===== src/rtl/lsu_access_sequencer_pkg.sv =====
// Shared definitions for the load/store sequencer: access-size codes, fault
// read value and FSM state encoding.
package lsu_access_sequencer_pkg;

    localparam logic [1:0] BYTE     = 2'b00;
    localparam logic [1:0] HALFWORD = 2'b01;
    localparam logic [1:0] WORD     = 2'b10;

    localparam logic [31:0] FAULT_RDATA = 32'hBADBADFF;

    typedef enum logic [1:0] {
        ST_IDLE   = 2'b00,
        ST_SINGLE = 2'b01,
        ST_SPLIT  = 2'b10,
        ST_RESP   = 2'b11
    } lsu_state_t;

    // Reserved size code 2'b11 maps to 4 bytes; it is faulted before use.
    function automatic logic [2:0] size_nbytes(input logic [1:0] size);
        case (size)
            BYTE:     size_nbytes = 3'd1;
            HALFWORD: size_nbytes = 3'd2;
            default:  size_nbytes = 3'd4;
        endcase
    endfunction

endpackage


===== src/rtl/lsu_access_sequencer_load_extend.sv =====
// Sign/zero extension of a raw load value to 32 bits; also used by writeback.
module load_extend
    import lsu_access_sequencer_pkg::*;
(
    input  logic [1:0]  size,
    input  logic        is_unsigned,
    input  logic [31:0] raw,
    output logic [31:0] ext
);

    always_comb begin
        ext = raw;
        case (size)
            BYTE:     ext = is_unsigned ? {24'b0, raw[7:0]}  : {{24{raw[7]}}, raw[7:0]};
            HALFWORD: ext = is_unsigned ? {16'b0, raw[15:0]} : {{16{raw[15]}}, raw[15:0]};
            default:  ext = raw;
        endcase
    end

endmodule


===== src/rtl/lsu_access_sequencer.sv =====
// Load/store sequencer: range-checks one request at a time, issues aligned
// accesses directly and splits misaligned ones into byte operations.
//
// state  | meaning
// IDLE   | ready for a request; memory idle
// SINGLE | one aligned memory operation
// SPLIT  | byte operation number `count` of a misaligned access
// RESP   | one-cycle response (data, zero for stores, or fault)
module lsu_access_sequencer
    import lsu_access_sequencer_pkg::*;
#(
    parameter logic [31:0] START_ADDR       = 32'h0100_0000,
    parameter logic [31:0] MEM_SIZE         = 32'h0010_0000,
    parameter bit          ALLOW_MISALIGNED = 1'b1
) (
    input  logic        clk,
    input  logic        reset_n,
    input  logic        req_valid,
    output logic        req_ready,
    input  logic        req_write,
    input  logic [31:0] req_addr,
    input  logic [31:0] req_wdata,
    input  logic [1:0]  req_size,
    input  logic        req_unsigned,
    output logic        resp_valid,
    output logic [31:0] resp_rdata,
    output logic        resp_fault,
    output logic [31:0] mem_address,
    output logic [31:0] mem_data_in,
    output logic        mem_w_enable,
    output logic [1:0]  mem_access_size,
    output logic        mem_RdUn,
    input  logic [31:0] mem_data_out
);

    localparam logic [32:0] REGION_END = {1'b0, START_ADDR} + {1'b0, MEM_SIZE};

    lsu_state_t  state, state_nxt;
    logic [1:0]  count;
    logic [31:0] rbuf;
    logic        lat_write;
    logic [31:0] lat_addr;
    logic [31:0] lat_wdata;
    logic [1:0]  lat_size;
    logic        lat_unsigned;
    logic        lat_fault;

    logic [2:0]  req_nbytes;
    logic [32:0] req_end;
    logic        req_misaligned;
    logic        req_fault;
    logic [2:0]  lat_nbytes;
    logic        split_last;
    logic [31:0] rbuf_ext;
    logic        accept;

    // End address in 33 bits so a request wrapping past 2^32 lands out of range.
    always_comb begin
        req_nbytes     = size_nbytes(req_size);
        req_end        = {1'b0, req_addr} + 33'(req_nbytes);
        req_misaligned = ((req_size == HALFWORD) && req_addr[0]) ||
                         ((req_size == WORD) && (req_addr[1:0] != 2'b00));
        req_fault      = (req_size == 2'b11) ||
                         (req_addr < START_ADDR) ||
                         (req_end > REGION_END) ||
                         (req_misaligned && !ALLOW_MISALIGNED);
        lat_nbytes     = size_nbytes(lat_size);
        split_last     = ({1'b0, count} == (lat_nbytes - 3'd1));
        accept         = (state == ST_IDLE) && req_valid;
    end

    always_comb begin
        state_nxt = state;
        case (state)
            ST_IDLE: begin
                if (req_valid) begin
                    if (req_fault)           state_nxt = ST_RESP;
                    else if (req_misaligned) state_nxt = ST_SPLIT;
                    else                     state_nxt = ST_SINGLE;
                end
            end
            ST_SINGLE: state_nxt = ST_RESP;
            ST_SPLIT:  if (split_last) state_nxt = ST_RESP;
            default:   state_nxt = ST_IDLE;
        endcase
    end

    always_ff @(posedge clk or negedge reset_n) begin
        if (!reset_n) begin
            state        <= ST_IDLE;
            count        <= 2'd0;
            rbuf         <= 32'd0;
            lat_write    <= 1'b0;
            lat_addr     <= 32'd0;
            lat_wdata    <= 32'd0;
            lat_size     <= 2'b00;
            lat_unsigned <= 1'b0;
            lat_fault    <= 1'b0;
        end else begin
            state <= state_nxt;
            if (accept) begin
                lat_write    <= req_write;
                lat_addr     <= req_addr;
                lat_wdata    <= req_wdata;
                lat_size     <= req_size;
                lat_unsigned <= req_unsigned;
                lat_fault    <= req_fault;
                count        <= 2'd0;
                rbuf         <= 32'd0;
            end else if (state == ST_SINGLE) begin
                if (!lat_write) rbuf <= mem_data_out;
            end else if (state == ST_SPLIT) begin
                if (!lat_write) rbuf[{count, 3'b000} +: 8] <= mem_data_out[7:0];
                count <= count + 2'd1;
            end
        end
    end

    // Single loads come back already extended by the memory; re-extending is harmless.
    load_extend u_load_extend (
        .size        (lat_size),
        .is_unsigned (lat_unsigned),
        .raw         (rbuf),
        .ext         (rbuf_ext)
    );

    always_comb begin
        req_ready       = 1'b0;
        resp_valid      = 1'b0;
        resp_rdata      = 32'd0;
        resp_fault      = 1'b0;
        mem_address     = lat_addr;
        mem_data_in     = 32'd0;
        mem_w_enable    = 1'b0;
        mem_access_size = WORD;
        mem_RdUn        = 1'b0;
        case (state)
            ST_IDLE: req_ready = 1'b1;
            ST_SINGLE: begin
                mem_access_size = lat_size;
                mem_RdUn        = lat_unsigned;
                mem_data_in     = lat_wdata;
                mem_w_enable    = lat_write;
            end
            ST_SPLIT: begin
                mem_address     = lat_addr + {30'd0, count};
                mem_access_size = BYTE;
                mem_RdUn        = 1'b1;
                mem_data_in     = {24'd0, lat_wdata[{count, 3'b000} +: 8]};
                mem_w_enable    = lat_write;
            end
            default: begin
                resp_valid = 1'b1;
                if (lat_fault) begin
                    resp_rdata = FAULT_RDATA;
                    resp_fault = 1'b1;
                end else if (!lat_write) begin
                    resp_rdata = rbuf_ext;
                end
            end
        endcase
    end

endmodule


===== config.mk =====
export PLATFORM = sky130hd
export DESIGN_NAME = lsu_access_sequencer
export DESIGN_NICKNAME = d
export VERILOG_FILES = /design/src/rtl/lsu_access_sequencer_pkg.sv /design/src/rtl/lsu_access_sequencer_load_extend.sv /design/src/rtl/lsu_access_sequencer.sv
export SDC_FILE = /design/constraint.sdc
export NUM_CORES = 1
export LEC_CHECK = 0
export ABC_CLOCK_PERIOD_IN_PS = 7800
export BUFFER_PORTS_ARGS = -buffer_cell sky130_fd_sc_hd__buf_2
export CAP_MARGIN = 20
export CORE_MARGIN = 3
export CORE_UTILIZATION = 25
export CTS_BUF_LIST = sky130_fd_sc_hd__clkbuf_4 sky130_fd_sc_hd__clkbuf_8
export DETAILED_ROUTE_END_ITERATION = 7
export GPL_ROUTABILITY_DRIVEN = 0
export GPL_TIMING_DRIVEN = 0
export SLEW_MARGIN = 20
export SYNTH_ARGS = -nofsm -noshare
export SYNTH_HDL_FRONTEND = slang
export SYNTH_SLANG_ARGS = --single-unit

===== constraint.sdc =====
create_clock -name clk -period 7.8 [get_ports clk]
set_input_delay 0.78 -clock clk [delete_from_list [all_inputs] [get_ports clk]]
set_output_delay 0.78 -clock clk [all_outputs]
set_load 0.005 [all_outputs]

==> run summary, run 1 <==
Walking the worst path, the cells encountered are buf_1 -> inv_1 -> fa_1 -> nor3b_2 -> and4_1 -> nand4_2 -> nor3_2 -> nand3_1 -> xnor2_1 -> buf_2. Counting buffers and inverters, the worst setup path is 10 cells deep. The die height is 169.5 um, and the wire length reported by the detailed router is 23350 um.

The part of the Yosys area used for sequential elements was 0.3934; the number of max-cap violations was 0. The die covers 28710 um2. The iteration count of the initial detailed-routing pass is 5. The ratio of final minimum period to clock period works out to 0.6187. The mean instance size in the synthesized netlist came out at 8.135 um2. The tools report the maximum resistive drop on vdd as 123.1 uV. The share of flip-flops with an asynchronous set or reset after synthesis works out to 1.000. The clock tree synthesis step divided the H-tree into 3 levels. The final setup slack of the worst path came out at 2.974 ns.

The max-slew violation count was 0; the iteration-0 DRC count of the detailed router was 570. For this block, the via count after detailed routing is 6641. The layout has 2835 filler cells. The synthesized area was 6679 um2; the number of clock sinks seen by CTS was 105.

Core area: 26130 um2. The power per unit of standard cell area is 344.2 nW/um2, and the number of nets in the layout is 1157. Entering global routing, the biggest net connects 54 pins. Die extent in x: 169.5 um.

The tools report the total overflow reported by the global router as 0. For the final core utilization, the log shows 0.3201. Setup violations remaining at the end of the flow were counted as 0. Counting both buffers and inverters, the worst setup path holds a total of 3.

During synthesis, Yosys emitted a total of 0 warnings. Derived from the worst setup path, the maximum achievable clock frequency is 0.2072 GHz. The reg-to-reg endpoint was rbuf[1]. Yosys mapped a number of flops with a built-in enable equal to 0.

The run gives 940 as the post-synthesis net count. The minimum setup slack among reg-to-reg paths is 4.72 ns. Synthesis handed over a netlist of 821 instances. Port buffering added 205 buffers. The placed wire-length estimate was 18180 um; the highest fanout seen on the critical path was 10. The area growth from synthesis to layout is 25.25%.

The number of buffers added for setup after CTS was 0; the wire length of the first global-routing pass was 35450 um. The effective utilization at floorplan was 0.2556; the worst-case reg-to-reg path depth was 8. The cell total after placement was 1362; the maximum clock skew at final layout was 0.02048 ns. The reg-to-reg startpoint is count[1].

The tools report the number of CTS-inserted buffers as 9. The worst setup path is launched from a register. The CTS clock-pin slew for the worst setup and hold paths was 0.12 ns.

After detailed routing, the number of vias per cell comes to 4.819. The buffer type at the clock tree root is clkbuf_8. The worst max-slew margin expressed relative to the limit was 0.3481. Hold timing on the final database bottoms out at a slack of 0.3229 ns.

The repair_antennas step left the layout with diodes totalling 0. Aggregate negative setup slack: 0 ns. TritonCTS built the clock tree. For this run, design rule violations remaining after detail routing come to 0. Sequential standard cell area: 2628 um2. The analysis attributes to cell leakage a power of 0.004114 uW.

For the worst setup path, the data arrival time is 4.05 ns. The number of nets with antenna violations after detailed routing was 0; the initial antenna violation count was 1. The standard cell with the maximum stage delay on the critical path is buf_1. The tools report the number of global-route vias before repair as 6326.

The required time of the critical path is 7.02 ns, and the biggest cell delay along the critical path is 0.61 ns. Clock latency on the worst-skew pair, taken at its later pin, is 0.39 ns. The combined global-route utilization of all metal layers is 0.1578. The synthesized design contains 105 register bits. In this run the deepest clock path goes through 2 buffers. In the final routed layout, each cell accounts on average for 16.94 um. The ratio of cells with drive above 1 in the final layout works out to 0.2435. The critical path starts at count[1]. The worst setup path is of the register to output pin kind. STA classifies the critical path endpoint as an output pin. Kind of cell adding the most delay to the critical path: simple AND/OR/NAND/NOR gates.

The flow ran to the end, and the final reports show no timing, DRC or antenna violations. Prior to clock tree synthesis, the placed netlist has a worst setup slack of 3.403 ns. At the pin with the least slew margin, the transition time is 0.9704 ns. The path class of the tightest hold or removal check is primary input to async pin. The multi-input combinational cells in the finished layout cover a total of 3819 um2.

Setup repair after global routing left no endpoint under its margin. Flip-flop cell with the highest count after synthesis: dfrtp_1. The logs give 0 for the final hold violation count and 1378 for the filler-free cell count of the finished design. The number of hold buffers added after CTS was 0. The logs give 62 for the number of distinct library cells after synthesis and 206 for the top-level I/O count.

The initialized floorplan defines 59 standard-cell rows. The critical path ends at mem_address[28]. For the number of gates given a new drive strength after cts, the log shows 0.

The smallest clock period supported by the final layout is computed as 4.826 ns.
flip-flops by register name (all words and copies together) (netlist names):
| name | count |
|---|---|
| lat_addr | 32 |
| lat_wdata | 32 |
| rbuf | 32 |
| count | 2 |
| lat_size | 2 |
| state | 2 |
| lat_fault | 1 |
| lat_unsigned | 1 |
| lat_write | 1 |
metal layers:
metal	part of all wire	routed length [um]	vias to the layer above	track usage
li1	-	-	3224	-
met1	0.46	10740	3139	0.2165
met2	0.45	10540	241	0.2515
met3	0.064	1498	35	0.02842
met4	0.024	566	2	0.05441
met5	0.00030	7	-	0
where the power goes:
| group | switching (uW) | total (uW) | internal [uW] |
|---|---|---|---|
| sequential | 234 | 1030 | 793 |
| clock | 213 | 375 | 162 |
| combinational | 857 | 1480 | 620 |
| total | 1300 | 2880 | 1570 |
cell families after synthesis:
family          Yosys count  share of synthesized area
buf+inv                  60                    0.03484
mux                      16                    0.03915
fa+ha+maj                16                    0.03222
simple gates            440                     0.3115
compound gates          147                     0.1403
flops                   105                     0.3934
xor+xnor                 37                    0.04852
cells in the final DEF (no fill, tap or decap), types with 3 or more instances in the layout:
cell type	n
a22o_1	8
or3_1	3
nand4_1	7
nor3_1	11
ha_1	14
buf_2	204
o31ai_1	3
xor2_1	13
mux4_2	8
and4_1	6
nand3_1	16
o21ai_0	56
nor4_1	4
nor2_1	32
nand2_1	271
and3_1	7
nand2b_1	4
clkbuf_8	10
a22oi_1	32
inv_6	4
a21oi_1	28
xnor2_1	24
nor2b_1	24
buf_1	11
mux2i_1	7
nor3_2	3
inv_1	19
dfrtp_1	105
clkbuf_1	29
and2_1	31
synthesized netlist by cell type (all sizes together), types with 13 or more instances:
cell | instances | area share
nor2b | 24 | 0.022
dfrtp | 105 | 0.39
nand2 | 271 | 0.15
a21oi | 28 | 0.021
ha | 14 | 0.026
xnor2 | 24 | 0.031
and2 | 31 | 0.029
nand3 | 17 | 0.013
nor2 | 32 | 0.018
inv | 19 | 0.011
clkbuf | 29 | 0.016
xor2 | 13 | 0.017
a22oi | 32 | 0.036
o21ai | 59 | 0.045
nor3 | 14 | 0.013
through the flow:
step | power, uW | cell area (um2)
4_1_cts | 2914 | 8366
2_1_floorplan | 1887 | 6679
3_5_place_dp | 2528 | 8158
5_1_grt | 3144 | 8366
3_3_place_gp | 2501 | 8124
6_report | 2879 | 8366
area by class of cell:
cell class              count  area share
plain buffers              41     0.01929
clock buffers              10     0.01645
clock inverters             6    0.008376
inverters                  19    0.008525
multi-input cells         656      0.4565
flip-flops and latches    105      0.3141
well taps                 335     0.05010
repair buffers            206      0.1267
worst min-delay path by stage:
stage	from	end	slack (ns)	cells after the start
finish	reset_n	rbuf[16]	0.32	1
global route	reset_n	rbuf[21]	0.34	1
CTS	reset_n	rbuf[16]	0.33	1
detailed placement	rbuf[13]	rbuf[13]	0.47	2
global placement	rbuf[11]	rbuf[11]	0.46	2
floorplan	rbuf[18]	rbuf[18]	0.45	2
No activity file was read; power rests on OpenSTA's default activity.
==> inputs of run 2 (changes only) <==
--- a/config.mk
+++ b/config.mk
@@ -5,7 +5,7 @@
 export SDC_FILE = /design/constraint.sdc
 export NUM_CORES = 1
 export LEC_CHECK = 0
-export ABC_CLOCK_PERIOD_IN_PS = 7800
+export ABC_CLOCK_PERIOD_IN_PS = 3900
 export BUFFER_PORTS_ARGS = -buffer_cell sky130_fd_sc_hd__buf_2
 export CAP_MARGIN = 20
 export CORE_MARGIN = 3
==> constraint.sdc (replaced) <==
create_clock -name clk -period 3.9 [get_ports clk]
set_input_delay 0.39 -clock clk [delete_from_list [all_inputs] [get_ports clk]]
set_output_delay 0.39 -clock clk [all_outputs]
set_load 0.005 [all_outputs]
==> run 2 against run 1 <==
Core utilization grew 0.13 points. Power grew 100%. Wire length is 0.28% lower. Sequential power is 99% higher. Combinational power grew 100%. Critical path depth unchanged. Non-clock buffer count grew 1. Clock power increased by 100%. Sequential cell count unchanged. Via count increased by 0.29%. Sequential share of layout area is 0.12 points lower. Cell count hardly changed. Critical endpoint unchanged. Highest routed layer unchanged.
==> run summary, run 2 (synthesis gave the netlist of run 1 again) <==
met2 is the most crowded layer. The pre-CTS worst setup slack is -0.1073 ns (-3.510 ns), and the final setup slack of the worst path is 0.2458 ns (-2.729 ns). The category of the critical setup timing path is register to output pin.

The required time of the critical path came out at 3.51 ns (-3.51 ns). The most frequent standard cell in the layout excluding fill and tap cells is nand2_1. The tightest min-delay check is of the primary input to register type. The logs give 0 (unchanged) for the count of endpoints failing setup in the final report and 0 (unchanged) for the residual DRC count. The smallest clock period supported by the final layout is computed as 3.654 ns. The logs give 0.3540 (+0.005927) for the worst max-slew margin expressed relative to the limit and 0.2737 GHz for the achievable clock frequency.

The power per unit of standard cell area works out to 686.4 nW/um2 (+99%). The data arrival at the endpoint of the critical path came out at 3.26 ns (-0.79 ns). The flow ran to the end, and the final reports show no timing, DRC or antenna violations. The number of CTS-inserted buffers came out at 9 (unchanged).

The logs give 105 (unchanged) for the number of clock sinks seen by CTS and 206 (unchanged) for the top-level I/O count. The initial antenna violation count was 1 (unchanged); the leakage power summed over all cells was 0.004149 uW (+0.86%). The logs give 1158 (+0.086%) for the number of nets in the layout and 566 (-0.70%) for the iteration-0 DRC count of the detailed router. The total overflow reported by the global router is 0 (unchanged). TritonCTS built the clock tree.

The ratio of final minimum period to clock period came out at 0.9370. The wire length reported by the detailed router was 23280 um (-0.28%). The worst-case reg-to-reg path depth came out at 7 (-1). The kind of cell adding the most delay to the critical path is simple AND/OR/NAND/NOR gates. The routed wire length per instance is 16.88 um (-0.35%). The iteration count of the initial detailed-routing pass is 5 (unchanged). The met1 usage came out at 0.2168 (+0.0002907).

In the layout the commonest cells are nand2_1, buf_2, dfrtp_1, o21ai_0. For the cell total after placement, the log shows 1362 (unchanged). Endpoint class of the critical path: an output pin. The transition time at the pin with the least slew margin came out at 0.9616 ns (-0.008823 ns). For this design, the slowest cell found on the critical path is fa_1. Wire length of the first global-routing pass: 35470 um (about the same).

The logs give 18180 um (unchanged) for the placed wire-length estimate and 0.01947 ns (-0.001003 ns) for the maximum clock skew at final layout. In this run the clock root is driven by a clkbuf_8. Depth of the critical timing path with buffers and inverters included: 10 (unchanged).

The reg-to-reg startpoint was state[0]. The tools report the deepest clock path buffer count as 2 (unchanged). Ratio of cells with drive above 1 in the final layout: 0.2471 (+0.003598). The tools report the fraction of met2 tracks used by global routing as 0.2517 (about the same). The launching element of the worst setup path is count[1]. The number of H-tree levels is 3 (unchanged), and the worst-skew pair later-pin latency is 0.39 ns (about the same). The run gives 2834 (-0.035%) as the filler cell count. The number of vias after detailed routing was 6660 (+0.29%); the maximum resistive drop on vdd was 247.4 uV (+100%).

For the core area, the log shows 26130 um2 (unchanged). The die height works out to 169.5 um (unchanged). The number of global-route vias before repair is 6337 (+0.17%). The total of buffers placed on input and output ports was 205 (unchanged). The run gives 0 (unchanged) as the number of nets with antenna violations after detailed routing. For the final core utilization, the log shows 0.3215 (+0.001340). The endpoint identified for the worst register-to-register timing path is rbuf[1]. The tools report the filler-free cell count of the finished design as 1379 (+0.073%). The tools report the instance area after placement as 8158 um2 (unchanged). The number of max-cap violations was 0 (unchanged).

The die extent in x came out at 169.5 um (unchanged). The biggest cell delay along the critical path is 0.50 ns (-0.11 ns). The run gives 0.02819 (-0.0002329) as the met3 routing resource usage after global routing.

Nature of the critical path startpoint: a register. Traced cell by cell, the critical path runs through buf_4 -> inv_1 -> fa_1 -> nor3b_4 -> and4_2 -> nand4_2 -> nor3_4 -> nand3_1 -> xnor2_1 -> buf_2. Multi-input gate area in the final layout: 3839 um2 (+0.52%). The count of standard-cell rows was 59 (unchanged); the die area was 28710 um2 (unchanged).

Compared with the post-synthesis result, the final layout area differs by 25.78%. The CTS clock-pin slew for the worst setup and hold paths works out to 0.12 ns (about the same). The final hold violation count was 0 (unchanged); the largest net degree at the start of global routing was 54 (unchanged). The tools report the combined global-route utilization of all metal layers as 0.1579 (about the same).

The run gives 0 (unchanged) as the final antenna diode count. For the sequential standard cell area, the log shows 2629 um2 (about the same). The effective utilization at floorplan was 0.2556 (unchanged).

The max-slew violation count came out at 0 (unchanged). For the number of buffers added for setup after CTS, the log shows 0 (unchanged). The largest registers in the layout are lat_addr: 32 flops, lat_wdata: 32 flops, rbuf: 32 flops. Highest fanout seen on the critical path: 10 (unchanged). The average vias per placed instance is 4.830 (+0.21%), and the buffers plus inverters on the worst setup path is 3 (unchanged). The minimum setup slack among reg-to-reg paths came out at 1.20 ns (-3.52 ns). For the final instance area, the log shows 8401 um2 (+0.42%).

In this run the worst setup path terminates at mem_address[28].
## run 2: area by class of cell
class,instances,share of cell area
Multi-Input combinational cell,656,0.4570
Clock inverter,6,0.008341
Inverter,19,0.008490
Clock buffer,10,0.01638
Sequential cell,105,0.3129
Tap cell,335,0.04990
Timing Repair Buffer,207,0.1273
Buffer,41,0.01966
## run 2: repair_timing
item	4_1_cts	5_1_grt
setup endpoints to repair	8	7
hold endpoints to repair	52	0
pin swaps	0	1
hold buffers	1	0
gates resized for setup	3	4
## run 2: worst min-delay path by stage
stage,from,slack (ns),to,cells past startpoint
after floorplan,reset_n,0.09,count[0],0
after global placement,rbuf[11],0.46,rbuf[11],2
after detailed placement,reset_n,0.39,rbuf[16],1
after CTS,req_wdata[12],0.15,lat_wdata[12],3
after global routing,req_wdata[3],0.16,lat_wdata[3],3
final,req_wdata[9],0.19,lat_wdata[9],3
## run 2: routing by layer
layer	wire length (um)	share of wire	vias to the layer above
li1	-	-	3225
met1	10800	0.46	3156
met2	10470	0.45	240
met3	1420	0.061	37
met4	578	0.025	2
met5	13	0.00056	-
## run 2: stage by stage
| stage | TNS (ns) | hold slack [ns] | total power [uW] |
|---|---|---|---|
| floorplan | 0 | 0.09441 | 3774 |
| global placement | -0.2126 | 0.4635 | 5001 |
| detailed placement | -0.1820 | 0.3888 | 5055 |
| CTS | 0 | 0.1550 | 5832 |
| global route | -0.03502 | 0.1614 | 6297 |
| finish | 0 | 0.1861 | 5766 |
## run 2: worst reg2reg max path, cell delays in order, from the launching register on
cell and delay [ns]:
dfrtp_1 0.42, inv_1 0.10, ha_1 0.24, and2_1 0.15
clkbuf_1 0.36, nor2_1 0.28, nor3_1 0.84, a22o_1 0.25
## run 2: where the power goes
group	leakage (uW)	internal (uW)	switching (uW)
Sequential	0.00134	1590	468
Clock	0.000108	324	429
Combinational	0.00270	1250	1710
Total	0.00415	3160	2610
==> inputs of run 3 (changes only) <==
--- a/config.mk
+++ b/config.mk
@@ -5,6 +5,7 @@
 export SDC_FILE = /design/constraint.sdc
 export NUM_CORES = 1
 export LEC_CHECK = 0
+export ABC_AREA = 1
 export ABC_CLOCK_PERIOD_IN_PS = 3900
 export BUFFER_PORTS_ARGS = -buffer_cell sky130_fd_sc_hd__buf_2
 export CAP_MARGIN = 20
==> run 3 against run 2 <==
Via count is 23% higher. Wire length increased by 18%. Register-to-register slack worse by 0.51 ns. Combinational power rose by 13%. First-iteration DRC count fell by 6.0%. Critical endpoint unchanged. Largest cell class unchanged.
==> run summary, run 3 <==
The final hold violation count came out at 0 (unchanged). Among all flip-flop cells after synthesis, the most frequent one is dfrtp_1. The logs give 259.4 uV (+4.9%) for the maximum resistive drop on vdd and 69 (+28%) for the largest net degree at the start of global routing.

The tools report the post-synthesis net count as 1238 (+32%). The worst register-to-register path begins at count[0]. The critical path goes through buf_6 -> clkinv_4 -> fa_2 -> nor2_4 -> nand3_2 -> nor2_4 -> nand2_2 -> inv_2 -> nand3_2 -> or3_4 -> nor2_4 -> nand2_2 -> nor3_2 -> xor2_1 -> buf_2. The run gives 0 (unchanged) as the final antenna diode count. The worst-skew pair later-pin latency was 0.40 ns (about the same). The run gives 9110 um2 (+8.4%) as the final instance area. The filler-free cell count of the finished design came out at 1727 (+25%).

Data arrival at the endpoint of the critical path: 3.27 ns (about the same). The highest fanout seen on the critical path was 12 (+2); the die extent in x was 177.2 um (+4.6%). The synthesis-stage register bit count is 105 (unchanged).

The number of CTS-inserted buffers was 9 (unchanged). The worst hold path belongs to the class primary input to register. The count of standard-cell rows is 62 (+5.1%).

The combined global-route utilization of all metal layers was 0.1748 (+0.01692). In this run the worst setup path begins at count[1]. Die area: 31410 um2 (+9.4%). The slowest stage of the critical path belongs to the cell fa_2. For the maximum clock skew at final layout, the log shows 0.01221 ns (-0.007262 ns). The most numerous cell type found on the critical path is nor2_4. The top-level I/O count was 206 (unchanged); the wire length of the first global-routing pass was 42790 um (+21%). The run gives 4020 um2 (+4.7%) as the multi-input gate area in the final layout. The most frequently used cell type in the post-synthesis netlist is nand2_1. The most frequent standard cell in the layout excluding fill and tap cells was nand2_1. The tools report the iteration-0 DRC count of the detailed router as 532 (-6.0%). The max-slew violation count is 0 (unchanged), and the sequential standard cell area is 2629 um2 (unchanged). TritonCTS built the clock tree. The CTS clock-pin slew for the worst setup and hold paths is 0.12 ns (about the same), and the instance area after placement is 8871 um2 (+8.7%). The logs give 28780 um2 (+10%) for the core area and 3225 (+14%) for the filler cell count. Ratio of final minimum period to clock period: 0.9380 (+0.001063).

CTS placed an instance of clkbuf_8 at the clock tree root. The share of flip-flops with an asynchronous set or reset after synthesis is 1.000 (unchanged), and the number of max-cap violations is 0 (unchanged). The run gives 34 (-45%) as the number of distinct library cells after synthesis.

The power per unit of standard cell area came out at 657.4 nW/um2 (-4.2%). The die height is 177.2 um (+4.6%). Area share of the largest cell type after synthesis: 0.3584 (-0.03498).

The logs give 0.2547 (-0.0008609) for the effective utilization at floorplan and 0.2417 ns (-0.004144 ns) for the final setup slack of the worst path. The part of the Yosys area used for sequential elements came out at 0.3584 (-0.03498). The worst min-delay path startpoint was req_wdata[16].

The total overflow reported by the global router was 0 (unchanged); the required time of the critical path was 3.51 ns (about the same). The tools report the leakage power summed over all cells as 0.004813 uW (+16%). The flow ran to the end, and the final reports show no timing, DRC or antenna violations. The critical path is of the register to output pin type. Placed wire-length estimate: 22140 um (+22%). The average vias per placed instance was 4.733 (-2.0%). The mean instance size in the synthesized netlist came out at 6.551 um2 (-19%). In the synthesized netlist, the cells that appear most often are nand2_1, inv_1, nor2_1, dfrtp_1, o21ai_0.

The achievable clock frequency was 0.2733 GHz (-0.11%). For the worst max-slew margin expressed relative to the limit, the log shows 0.3553 (+0.001319). Number of nets in the layout: 1457 (+26%). The top cell types in the final layout, fill and taps aside, are nand2_1, buf_2, inv_1, nor2_1, dfrtp_1.

The run gives 105 (unchanged) as the number of clock sinks seen by CTS. The number of vias after detailed routing was 8174 (+23%); the count of endpoints failing setup in the final report was 0 (unchanged). The synthesized area was 7331 um2 (+9.8%). Endpoint class of the critical path: an output pin. The transition time at the pin with the least slew margin works out to 0.9596 ns (-0.001964 ns).

The tools report the gate count after technology mapping as 1119 (+36%). The number of global-route vias before repair is 7832 (+24%), and the total of buffers placed on input and output ports is 205 (unchanged). The total power draw came out at 5989 uW (+3.9%). Of all cell types, the one taking the most synthesized area is dfrtp_1. From synthesis to final layout, the design area changed by 24.27%.

The final period demand of the worst path is 3.658 ns (+0.004144 ns). The number of nets with antenna violations after detailed routing was 0 (unchanged). The ratio of cells with drive above 1 in the final layout works out to 0.1869 (-0.06023). The wire length reported by the detailed router is 27590 um (+18%). Nature of the critical path startpoint: a register. Biggest cell delay along the critical path: 0.43 ns (-0.07 ns).

The largest registers in the layout are lat_addr: 32 flops, lat_wdata: 32 flops, rbuf: 32 flops. Ranked by total cell area, the synthesized netlist is headed by dfrtp_1, nand2_1, inv_1. Residual DRC count: 0 (unchanged).

Deepest clock path buffer count: 2 (unchanged). The number of H-tree levels came out at 3 (unchanged). Cell total after placement: 1709 (+25%). The number of enable-type register cells in the synthesized netlist came out at 0 (unchanged).

The count of warnings emitted by yosys was 0 (unchanged). Setup repair after global routing left no endpoint under its margin. The tools report the worst hold margin as 0.1717 ns (-0.01439 ns). The tools report the iteration count of the initial detailed-routing pass as 5 (unchanged).

The logs give 0 (-1) for the initial antenna violation count and -0.2524 ns (-0.1451 ns) for the pre-CTS worst setup slack. The routed wire length per instance was 15.97 um (-5.4%).
==> run 3: cells by family after synthesis <==
kind of cell	after synthesis	synth area share
xor gates and xnor gates	33	0.03943
and+or+nand+nor	596	0.3379
buffers and inverters	185	0.09507
adders and majority gates	16	0.02936
AOI/OAI and AO/OA	184	0.1398
DFF	105	0.3584
==> run 3: stage by stage <==
stage / util / setup TNS (ns)
floorplan: - / 0
global placement: 0.3071 / -0.6692
detailed placement: 0.3082 / -0.9345
CTS: 0.3157 / 0
global route: 0.3165 / 0
finish: 0.3165 / 0
==> run 3: layout make-up <==
type | instances | share of cell area
flip-flops and latches | 105 | 0.2886
well taps | 384 | 0.05274
inverters | 142 | 0.05906
clock buffers | 10 | 0.01442
multi-input cells | 829 | 0.4413
clock inverters | 6 | 0.006867
repair buffers | 208 | 0.1183
plain buffers | 43 | 0.01882
==> run 3: where the power goes <==
group | internal [uW] | switching [uW] | total (uW)
combinational | 1160 | 2160 | 3330
sequential | 1550 | 406 | 1960
clock | 257 | 447 | 704
total | 2970 | 3020 | 5990
==> run 3: worst max-delay path, delay by kind of cell (launching register included) <==
kind	cells	cell delay, ns
XOR/XNOR	1	0.17
adder cells (fa/ha/maj)	1	0.43
buffers and inverters	4	0.54
flip-flops	1	0.42
AND/OR/NAND/NOR	9	1.30
==> run 3: worst paths after layout <==
path | depth (start not counted) | slack (ns) | to
setup reg to reg | 9 | 0.69 | rbuf[30]
setup / recovery | 15 | 0.24 | mem_address[28]
hold reg to reg | 2 | 0.52 | lat_wdata[23]
min in group asynchronous | 2 | 0.46 | lat_wdata[1]
max in group asynchronous | 3 | 2.72 | lat_addr[27]
hold / removal | 3 | 0.17 | lat_wdata[16]
==> run 3: layer usage <==
layer,track usage,up-vias,share of wire
li1,-,4019,-
met1,0.2258,3797,0.43
met3,0.03496,39,0.080
met5,0,-,0
met2,0.2938,319,0.47
met4,0.05532,0,0.026
==> run 3: timing repair <==
action,CTS,global route
setup buffers,0,1
endpoints found under the setup margin,9,5
resized for setup,5,5
endpoints found under the hold margin,37,0
hold buffers,1,0
